$ cat config.mk
export PLATFORM = sky130hd
export DESIGN_NAME = right_shift_unit
export DESIGN_NICKNAME = d
export VERILOG_FILES = /design/src/rtl/right_shift_pkg.sv /design/src/rtl/right_shift_unit_shift_step.sv /design/src/rtl/right_shift_unit.sv
export SDC_FILE = /design/constraint.sdc
export NUM_CORES = 1
export LEC_CHECK = 0
export BUFFER_PORTS_ARGS = -buffer_cell sky130_fd_sc_hd__buf_4
export CORE_MARGIN = 2
export CORE_UTILIZATION = 48
export DETAILED_ROUTE_END_ITERATION = 8
export HOLD_SLACK_MARGIN = 0.06
export PLACE_DENSITY_LB_ADDON = 0.2
export SYNTH_ARGS = -nofsm -noshare
export SYNTH_HDL_FRONTEND = slang
export SYNTH_SLANG_ARGS = --single-unit
$ cat constraint.sdc
create_clock -name CLK -period 2.1 [get_ports CLK]
set_clock_uncertainty 0.15 [all_clocks]
set_input_delay 0.315 -clock CLK [delete_from_list [all_inputs] [get_ports CLK]]
set_output_delay 0.315 -clock CLK [all_outputs]
set_load 0.01 [all_outputs]
$ cat src/rtl/right_shift_pkg.sv
// Shared definitions for the multi-cycle right shifter: mode codes, FSM states, default widths.
// Rotate support is compiled in only when RIGHT_SHIFT_ROTATE_EN is defined.
package right_shift_pkg;

  localparam int unsigned DEF_WIDTH = 16;
  localparam int unsigned DEF_AMT_W = 4;

  localparam logic [1:0] MODE_LSR = 2'b00;
  localparam logic [1:0] MODE_ASR = 2'b01;
  localparam logic [1:0] MODE_ROR = 2'b10;

  typedef enum logic [1:0] {
    S_IDLE  = 2'b00,
    S_SHIFT = 2'b01,
    S_DONE  = 2'b10
  } state_t;

endpackage

$ cat src/rtl/right_shift_unit_shift_step.sv
// Combinational one-bit right shift with fill select; returns the bit shifted out.
// Rotate fill exists only when RIGHT_SHIFT_ROTATE_EN is defined; otherwise mode 10 fills with 0.
module shift_step
  import right_shift_pkg::*;
#(
  parameter int unsigned WIDTH = DEF_WIDTH
) (
  input  logic [WIDTH-1:0] data,
  input  logic [1:0]       mode,
  output logic [WIDTH-1:0] next_data_c,
  output logic             shifted_out_c
);

  logic fill;

  always_comb begin
    fill = 1'b0;
    if (mode == MODE_ASR) begin
      fill = data[WIDTH-1];
    end
`ifdef RIGHT_SHIFT_ROTATE_EN
    else if (mode == MODE_ROR) begin
      fill = data[0];
    end
`endif
    next_data_c   = {fill, data[WIDTH-1:1]};
    shifted_out_c = data[0];
  end

endmodule

$ cat src/rtl/right_shift_unit.sv
// Sequential right shifter (one bit per clock) with start/busy/done handshake and carry out.
// Optional rotate mode enabled by RIGHT_SHIFT_ROTATE_EN.
module right_shift_unit
  import right_shift_pkg::*;
#(
  parameter int unsigned WIDTH = DEF_WIDTH,
  parameter int unsigned AMT_W = DEF_AMT_W
) (
  input  logic             CLK,
  input  logic             Reset,
  input  logic             start,
  input  logic [WIDTH-1:0] inputVal,
  input  logic [AMT_W-1:0] amt,
  input  logic [1:0]       mode,
  output logic             busy,
  output logic             done,
  output logic [WIDTH-1:0] ShiftedVal,
  output logic             carry_out
);

  state_t           state, state_next;
  logic [WIDTH-1:0] data_reg, data_next;
  logic [AMT_W-1:0] cnt, cnt_next;
  logic [1:0]       mode_reg, mode_next;
  logic             carry_reg, carry_next;
  logic [WIDTH-1:0] result_next;
  logic             carry_out_next;
  logic [WIDTH-1:0] step_data;
  logic             step_bit;

  shift_step #(.WIDTH(WIDTH)) u_step (
    .data          (data_reg),
    .mode          (mode_reg),
    .next_data_c   (step_data),
    .shifted_out_c (step_bit)
  );

  // Result/carry are loaded on the edge that enters DONE, so they are valid with done.
  always_comb begin
    state_next     = state;
    data_next      = data_reg;
    cnt_next       = cnt;
    mode_next      = mode_reg;
    carry_next     = carry_reg;
    result_next    = ShiftedVal;
    carry_out_next = carry_out;
    case (state)
      S_IDLE: begin
        if (start) begin
          data_next  = inputVal;
          cnt_next   = amt;
          mode_next  = mode;
          carry_next = 1'b0;
          if (amt == '0) begin
            state_next     = S_DONE;
            result_next    = inputVal;
            carry_out_next = 1'b0;
          end else begin
            state_next = S_SHIFT;
          end
        end
      end
      S_SHIFT: begin
        data_next  = step_data;
        carry_next = step_bit;
        cnt_next   = cnt - AMT_W'(1);
        if (cnt == AMT_W'(1)) begin
          state_next     = S_DONE;
          result_next    = step_data;
          carry_out_next = step_bit;
        end
      end
      S_DONE: begin
        state_next = S_IDLE;
      end
      default: begin
        state_next = S_IDLE;
      end
    endcase
  end

  always_ff @(posedge CLK) begin
    if (Reset) begin
      state      <= S_IDLE;
      data_reg   <= '0;
      cnt        <= '0;
      mode_reg   <= MODE_LSR;
      carry_reg  <= 1'b0;
      busy       <= 1'b0;
      done       <= 1'b0;
      ShiftedVal <= '0;
      carry_out  <= 1'b0;
    end else begin
      state      <= state_next;
      data_reg   <= data_next;
      cnt        <= cnt_next;
      mode_reg   <= mode_next;
      carry_reg  <= carry_next;
      busy       <= (state_next != S_IDLE);
      done       <= (state_next == S_DONE);
      ShiftedVal <= result_next;
      carry_out  <= carry_out_next;
    end
  end

endmodule

==> reports/qor.yml <==
gr-total-overflow: 0
syn_area_per_cell_um2: 9.741
slew_headroom_pct: 66.76
grt_pass1_vias: 1444
yosys.area.top_type_share_pct: 47.51
start_util_pct: 49.86
status: "finished clean"
wl_per_cell_um: 14.03
antenna_left: 0
tightest_slew_ns: 0.4986
drv_cap: 0
holdCritPathClass: "in -> reg"
timing.final.max_slew_violations: 0
die_area_mm2: 0.004282
startpoint_type: "flip-flop"
synth_xor_area_share_pct: 0.4834
clk_latency_ns: 0.28
rows: 22
grt_pass1_wl_um: 6693
fp.dieH_um: 65.44
worstPathCellList: "inv_1, ha_1, or3b_2, o22ai_4, buf_12, nor2_1, a211oi_2"
clock_path_buffers: 2
viasPerCell: 5.427
gp_congestion: 0.8402
drive_above_1_share_pct: 30.97
cts_tree: "yes"
period_minus_slack_ns: 1.956
area_growth_pct: 25.48
dr.first_iter.drc_count: 87
cts_setup_buffers: 0
rsz0062_at_grt: "false"
yosysSeqAreaShare_pct: 47.51
drcViolationCount: 0
crit_type: "reg -> reg"
synth_compound_area_share_pct: 22.65
antenna_found_initial: 0
cp_slowest_cell: "or3b_2"
arrival_ns: 2.01
io_pins: 44
max_stage_delay_ns: 0.50
ys_ff_latch: 43
numClockSinks: 43
clk_root_buffer_cell: "clkbuf_8"
synth-simple-area-share_pct: 14.71
core_mm2: 0.003633
utilization_pct: 62.57
htreeDepth: 2
synth_area_mm2: 0.001812
ir_drop_mv: 0.4349
hold_viol: 0
synthTopCellsByArea: "dfxtp_1 48%, a211oi_1 8.7%, mux2i_1 8.3%"
syn_nets: 213
crit_fanout: 20
syn_inst: 186
nets: 254
die_w_um: 65.44
grt_use_total_pct: 20.67
cts_buffers: 5
io_buffers: 43
worstPathRequired_ns: 2.15
vias: 1487
dp_hpwl_um: 2794
synth_top_family_by_area: "compound AO/OA/AOI/OAI gates"
p_per_area_mw_per_mm2: 772.7
p_total_uw: 1757
synthAdderAreaFrac_pct: 1.381
multi_input_area_um2: 863.3
synthMuxAreaShare_pct: 8.287
n_antenna_cell: 0
clk_pin_slew_ns: 0.07
finalSetupViolations: 0
synth.distinct_cells: 31
regArea_um2: 860.8
p_leak_uw: 0.0009681
hold_buffers: 0
yosys.area.top_type: "dfxtp_1"
period_share_pct: 93.14
grt_max_degree: 44
finish.instance_area_mm2: 0.002273
drt_wl_total_um: 3843
critPathCaptureType: "flip-flop"
drt_pass1_iterations: 4
tns_ns: 0
yosysWarnings: 0
timing.fmax_ghz: 0.5112
placed_area_mm2: 0.002201
fillers: 324
post_cts_resized: 0
layout by cell type, fill, tap and decap left out, types with 2 or more instances in the layout:
| cell | instances |
|---|---|
| buf_12 | 3 |
| o21ai_0 | 2 |
| nor2_1 | 34 |
| nand2_1 | 6 |
| a211oi_2 | 11 |
| nor3_1 | 4 |
| clkbuf_8 | 5 |
| a211oi_1 | 21 |
| nor3b_1 | 2 |
| dfxtp_1 | 43 |
| inv_1 | 3 |
| ha_1 | 2 |
| nand3_1 | 2 |
| mux2i_1 | 15 |
| buf_4 | 46 |
| a21oi_1 | 10 |
| nor2b_1 | 2 |
layout make-up:
type | instances | share of cell area, %
clock buffers | 6 | 3.192
multi-input cells | 125 | 37.97
repair buffers | 49 | 17.83
flip-flops and latches | 43 | 37.86
inverters | 3 | 0.4953
well taps | 48 | 2.642
worst max-delay path: cells and delay by family, from the launching register on:
kind / cells / cell delay, ns
AO/OA/AOI/OAI: 2 / 0.39
adder cells (fa/ha/maj): 1 / 0.15
buffers and inverters: 2 / 0.30
flip-flops: 1 / 0.32
AND/OR/NAND/NOR: 2 / 0.56
logic make-up (layout without fill, tap and decap cells):
family	count (synthesis)	in the layout
AOI/OAI and AO/OA	49	49
xor gates and xnor gates	1	1
adders and majority gates	2	2
buffers and inverters	18	58
DFF	43	43
muxes	15	15
and+or+nand+nor	58	58
worst paths after layout:
path                    start        endpoint  slack (ns)  cells after the start
hold / removal        mode[0]     mode_reg[0]        0.13                      3
setup / recovery       cnt[1]  ShiftedVal[14]        0.14                      7
hold reg to reg   mode_reg[1]     mode_reg[1]        0.34                      2
setup reg to reg       cnt[1]  ShiftedVal[14]        0.14                      7
through the flow:
step	setup slack [ns]	hold slack (ns)	cells
final	0.1440	0.1350	274
after global routing	0.01086	0.1272	274
after CTS	0.1223	0.1335	274
after detailed placement	0.1248	0.3253	268
after global placement	0.2191	0.3232	268
after floorplan	0.2786	0.2864	186
where the power goes:
| group | leakage, µW | total [µW] | internal, µW | switching [µW] |
|---|---|---|---|---|
| clock | 0.0000371 | 465 | 222 | 244 |
| combinational | 0.000578 | 360 | 173 | 187 |
| sequential | 0.000353 | 931 | 886 | 45.1 |
Yosys cell counts, drive strengths merged:
cell,n
buf,6
nor2b,2
o21ai,2
a222oi,1
a211oi,32
and2b,1
mux2i,15
or2,1
or3,1
nand2,6
nor3,4
nor2,35
ha,2
or4,1
xor2,1
a2bb2oi,1
a22oi,1
nand3,2
or3b,2
a21oi,10
inv,3
nand2b,1
nor3b,2
dfxtp,43
clkbuf,9
o221ai,1
o22ai,1
per-layer routing:
| metal | vias up | part of all wire (%) | GRT usage, % |
|---|---|---|---|
| met5 | - | 0 | 0 |
| met4 | 0 | 1.6 | 9.115 |
| li1 | 751 | - | - |
| met1 | 690 | 44 | 25.11 |
| met3 | 6 | 4.9 | 4.623 |
| met2 | 40 | 50 | 34.95 |
Note: power is estimated with default switching activity, not from simulation.
